File: config.mk
export PLATFORM = sky130hd
export DESIGN_NAME = parking_access_ctrl
export DESIGN_NICKNAME = d
export VERILOG_FILES = /design/src/rtl/parking_access_ctrl.sv
export SDC_FILE = /design/constraint.sdc
export NUM_CORES = 1
export LEC_CHECK = 0
export ABC_AREA = 0
export CAP_MARGIN = 10
export CORE_AREA = 10 10 47 49
export CTS_CLUSTER_SIZE = 24
export DETAILED_ROUTE_END_ITERATION = 6
export DIE_AREA = 0 0 57 59
export PLACE_DENSITY = 0.74
export SKIP_LAST_GASP = 1
export SLEW_MARGIN = 20
export SYNTH_ARGS = -nofsm -noshare
export SYNTH_HDL_FRONTEND = slang
export SYNTH_SLANG_ARGS = --single-unit
File: constraint.sdc
create_clock -name clock -period 2.24 [get_ports clock]
set_clock_uncertainty 0.15 [all_clocks]
set_input_delay 0.448 -clock clock [delete_from_list [all_inputs] [get_ports clock]]
set_output_delay 0.448 -clock clock [all_outputs]
set_load 0.01 [all_outputs]
File: src/rtl/parking_access_ctrl.sv
// PIN-controlled parking gate: Moore FSM with wrong-PIN and tailgating alarms.
// Optional open-gate timeout is compiled in by defining PARKING_TIMEOUT_EN.
module parking_access_ctrl #(
  parameter int                PIN_W          = 16,
  parameter logic [PIN_W-1:0]  CLAVE_CORRECTA = 16'h1234,
  parameter int                MAX_INTENTOS   = 3,
  parameter int                TIMEOUT_CICLOS = 1024
) (
  input  logic             clock,
  input  logic             reset,
  input  logic             sensor_llegada_vehiculo,
  input  logic             sensor_ingreso_vehiculo,
  input  logic [PIN_W-1:0] clave_ingresada,
  input  logic             clave_valida,
  output logic             senal_compuerta,
  output logic             senal_alarma_pin,
  output logic             senal_alarma_bloqueo,
  output logic [1:0]       estado
);

  typedef enum logic [1:0] {
    IDLE         = 2'd0,
    ESPERA_CLAVE = 2'd1,
    ABIERTA      = 2'd2,
    BLOQUEO      = 2'd3
  } state_t;

  localparam int              CNT_W   = $clog2(MAX_INTENTOS + 1);
  localparam logic [CNT_W-1:0] MAX_CNT = CNT_W'(MAX_INTENTOS);

  if (MAX_INTENTOS < 1 || TIMEOUT_CICLOS < 1) begin : g_param_check
    $error("parking_access_ctrl: MAX_INTENTOS and TIMEOUT_CICLOS must be >= 1");
  end

  state_t             state_reg, state_next;
  logic [CNT_W-1:0]   intentos_reg, intentos_next;
  logic               alarma_pin_reg, alarma_pin_next;
  logic               compuerta_reg, compuerta_next;
  logic               bloqueo_reg, bloqueo_next;
  logic               clave_ok;
  logic               tmo_expired;

  assign clave_ok = (clave_ingresada == CLAVE_CORRECTA);

`ifdef PARKING_TIMEOUT_EN
  localparam int              TMO_W    = $clog2(TIMEOUT_CICLOS + 1);
  localparam logic [TMO_W-1:0] TMO_LAST = TMO_W'(TIMEOUT_CICLOS - 1);

  logic [TMO_W-1:0] tmo_reg;

  // Held at zero outside ABIERTA, so it starts from zero on every entry.
  always_ff @(posedge clock) begin
    if (reset || state_reg != ABIERTA) begin
      tmo_reg <= '0;
    end else begin
      tmo_reg <= tmo_reg + 1'b1;
    end
  end

  assign tmo_expired = (state_reg == ABIERTA) && (tmo_reg == TMO_LAST);
`else
  assign tmo_expired = 1'b0;
`endif

  // State and registered outputs
  always_ff @(posedge clock) begin
    if (reset) begin
      state_reg      <= IDLE;
      intentos_reg   <= '0;
      alarma_pin_reg <= 1'b0;
      compuerta_reg  <= 1'b0;
      bloqueo_reg    <= 1'b0;
    end else begin
      state_reg      <= state_next;
      intentos_reg   <= intentos_next;
      alarma_pin_reg <= alarma_pin_next;
      compuerta_reg  <= compuerta_next;
      bloqueo_reg    <= bloqueo_next;
    end
  end

  // Next-state logic
  always_comb begin
    state_next      = state_reg;
    intentos_next   = intentos_reg;
    alarma_pin_next = alarma_pin_reg;
    case (state_reg)
      IDLE: begin
        if (sensor_llegada_vehiculo) state_next = ESPERA_CLAVE;
      end
      ESPERA_CLAVE: begin
        // A PIN strobe wins over the vehicle leaving in the same cycle.
        if (clave_valida) begin
          if (clave_ok) begin
            state_next      = ABIERTA;
            intentos_next   = '0;
            alarma_pin_next = 1'b0;
          end else begin
            if (intentos_reg != MAX_CNT) intentos_next = intentos_reg + 1'b1;
            if (intentos_next == MAX_CNT) alarma_pin_next = 1'b1;
          end
        end else if (!sensor_llegada_vehiculo) begin
          state_next    = IDLE;
          intentos_next = '0;
        end
      end
      ABIERTA: begin
        if (sensor_ingreso_vehiculo) begin
          state_next = sensor_llegada_vehiculo ? BLOQUEO : IDLE;
        end else if (tmo_expired) begin
          state_next = IDLE;
        end
      end
      BLOQUEO: begin
        if (clave_valida && clave_ok) begin
          state_next      = IDLE;
          intentos_next   = '0;
          alarma_pin_next = 1'b0;
        end
      end
      default: state_next = IDLE;
    endcase
  end

  // Output decode from the upcoming state, registered alongside it
  always_comb begin
    compuerta_next = (state_next == ABIERTA);
    bloqueo_next   = (state_next == BLOQUEO);
  end

  assign senal_compuerta      = compuerta_reg;
  assign senal_alarma_pin     = alarma_pin_reg;
  assign senal_alarma_bloqueo = bloqueo_reg;
  assign estado               = state_reg;

endmodule

==> metrics.yaml <==
setup_path:
  reg2regPathDepth: 3
  reg2reg_slack_ns: 0.67
  cp.required_ns: 2.26
  crit_path_end_kind: "flip-flop"
  arrival_ns: 2.19
  startpoint_type: "primary input"
  r2r-end: "senal_compuerta$_SDFF_PP0_"
  cp_max_fo: 4
  regToRegStartpoint: "estado[0]$_SDFF_PP0_"
  critPathKind: "in2reg"
layout:
  final_layout_size_suffix_gt1_frac: 0.09091
  register_area_um2: 140.1
  syn_to_final_growth_pct: 79.74
  num-fill-cells: 148
  multiInputGateArea_um2: 226.5
  final_cell_mix: "clkdlybuf4s50_1 (21), dfxtp_1 (7), nor2_1 (5)"
  final_common_cell: "clkdlybuf4s50_1"
  instances_no_fill: 93
  final_nets: 99
  antenna_cells: 0
  finalInstanceArea_um2: 688.2
yosys:
  synth_top_area_frac: 0.3660
  syn_inst: 47
  synth_top_area_cell: "dfxtp_1"
  syn_nets: 68
  ys_ff_latch: 7
  syn_avg_cell_area_um2: 8.146
  yosysWarnings: 0
  ys_seq_area_frac: 0.3660
  netlist_area_um2: 382.9
  yosys.cell_types.count: 22
  yosys-top-cells-area: "dfxtp_1 (37%), nor4b_1 (6.9%), a31oi_1 (4.9%)"
cts:
  cts_root_buffer: "clkbuf_4"
  clk_pin_slew_ns: 0.06
  h-tree-depth: 1
  cts_hold_buf: 0
  clk_latency_ns: 0.24
  post_cts_buffers: 0
  clock_sinks: 7
  clock_path_buffers: 2
  cts_tree: "built"
  cts_made_buffers: 3
floorplanning:
  row_count: 14
  core_um2: 1401
  die_y_um: 59
  initial_utilization: 0.2732
  dieArea_um2: 3363
  die_w_um: 57
  ios: 26
place:
  post-dp-hpwl_mm: 1.049
  place_inst: 89
  placed_area_um2: 666.9
  place_congestion: 0.7231
  io_buffers: 25
power:
  internal-power_uw: 234.9
  power_uw: 302.9
  switching_power_uw: 68.04
  seq_power_share: 0.435
  switching_share: 0.2246
  clkPwrFrac: 0.377
  ir_drop_v: 0.0001543
  leakagePower_nw: 0.2465
  power_density_nw_per_um2: 440.2
  power_frac_comb: 0.187
sta:
  slew_headroom: 0.7833
  setup_violations: 0
  fin_crit_ns: 2.167
  finalSetupTns_ns: 0
  maxSlewViolCount: 0
  rsz0062_at_grt: "false"
  finalCritPeriodShare: 0.9673
  finalHoldViolCount: 0
  clock.fmax_mhz: 461.5
  tightest_slew_ns: 0.3221
global_route:
  antenna_found_initial: 0
  grt_usage: 0.07976
  grt_pass1_wl_mm: 2.097
  grt_max_degree: 11
  grt-ovfl-total: 0
  grt_pass1_vias: 485
routing:
  drtIter0Drc: 3
  vias: 464
  dr.pass1.iters: 4
  via_per_inst: 4.989
  routed_wl_mm: 1.246
  ant_nets: 0
  drc: 0
  wire_per_inst_um: 13.40
worst_hold_path:
  hold_depth: 2
  worstHoldEndpoint: "senal_alarma_pin$_SDFFE_PP0P_"
  hold_class: "reg2reg"
  hp-start: "senal_alarma_pin$_SDFFE_PP0P_"
status:
  status: "finished, final reports clean"
flow_run:
  maxCapViolCount: 0
[power by group through the flow]
stage          logic [mW]  registers (mW)  clock network (mW)
2_1_floorplan      0.0164           0.133                   0
3_3_place_gp       0.0578           0.134                   0
3_5_place_dp       0.0590           0.135                   0
4_1_cts            0.0568           0.132               0.119
5_1_grt            0.0609           0.133               0.126
6_report           0.0567           0.132               0.114
[synth_stat cells]
cell type and instances:
or3_4 1, nor4_1 2, dfxtp_1 7, a21boi_0 1, clkbuf_1 1, nand2_1 1, buf_2 1, a21oi_1 3
nor4bb_1 1, o211ai_1 1, nor2_1 5, nor3b_1 1, nor2b_1 2, and4b_1 1, or4_1 2, nand3_1 3
a31oi_1 3, nor3_1 3, nor4b_1 3, or4b_1 1, o21ai_0 2, inv_1 2
[metrics by stage]
stage	setup WS, ns	util	hold WS [ns]
floorplan	0.1528	-	0.3507
global placement	-0.2632	0.4759	0.3541
detailed placement	-0.3080	0.4759	0.3704
CTS	0.01350	0.4911	0.3817
global route	0.004008	0.4911	0.4154
finish	0.07326	0.4911	0.3702
[worst max path at each step]
stage / depth (start not counted) / start / end / slack [ns]
floorplan: 4 / clave_ingresada[0] / senal_compuerta$_SDFF_PP0_ / 0.15
global placement: 5 / clave_ingresada[0] / senal_compuerta$_SDFF_PP0_ / -0.26
detailed placement: 5 / clave_ingresada[0] / senal_compuerta$_SDFF_PP0_ / -0.31
global route: 5 / clave_ingresada[7] / estado[1]$_SDFF_PP0_ / 0.004
CTS: 5 / clave_ingresada[7] / estado[1]$_SDFF_PP0_ / 0.01
finish: 5 / clave_ingresada[7] / estado[1]$_SDFF_PP0_ / 0.07
[worst max-delay path, stage by stage]
cell           delay (ns)
dlygate4sd2_1        0.22
or4b_1               0.51
or3_4                0.35
or4_1                0.50
o211ai_1             0.15
[cell families (layout without fill, tap and decap cells)]
kind of cell           Yosys count  in the layout  synth area share
and+or+nand+nor                 26             26            0.4379
buffers and inverters            4             34           0.04247
DFF                              7              7            0.3660
AOI/OAI and AO/OA               10             10            0.1536
[cell type report]
class / count / area share
inverters: 2 / 0.01091
multi-input cells: 36 / 0.3291
clock buffers: 4 / 0.03818
well taps: 16 / 0.02909
flip-flops and latches: 7 / 0.2036
repair buffers: 28 / 0.3891
[per-layer routing]
metal / wire length, µm / part of all wire / track usage
met2: 640 / 0.51 / 0.1287
met3: 92 / 0.074 / 0.03863
met4: 28 / 0.022 / 0.07047
met1: 484 / 0.39 / 0.07425
met5: 0 / 0 / 0
[repair_timing]
action | CTS | global route
setup endpoints to repair | 2 | 1
pin swaps | 6 | 2
gates resized for setup | 4 | 0
(Power assumes the default switching activity.)
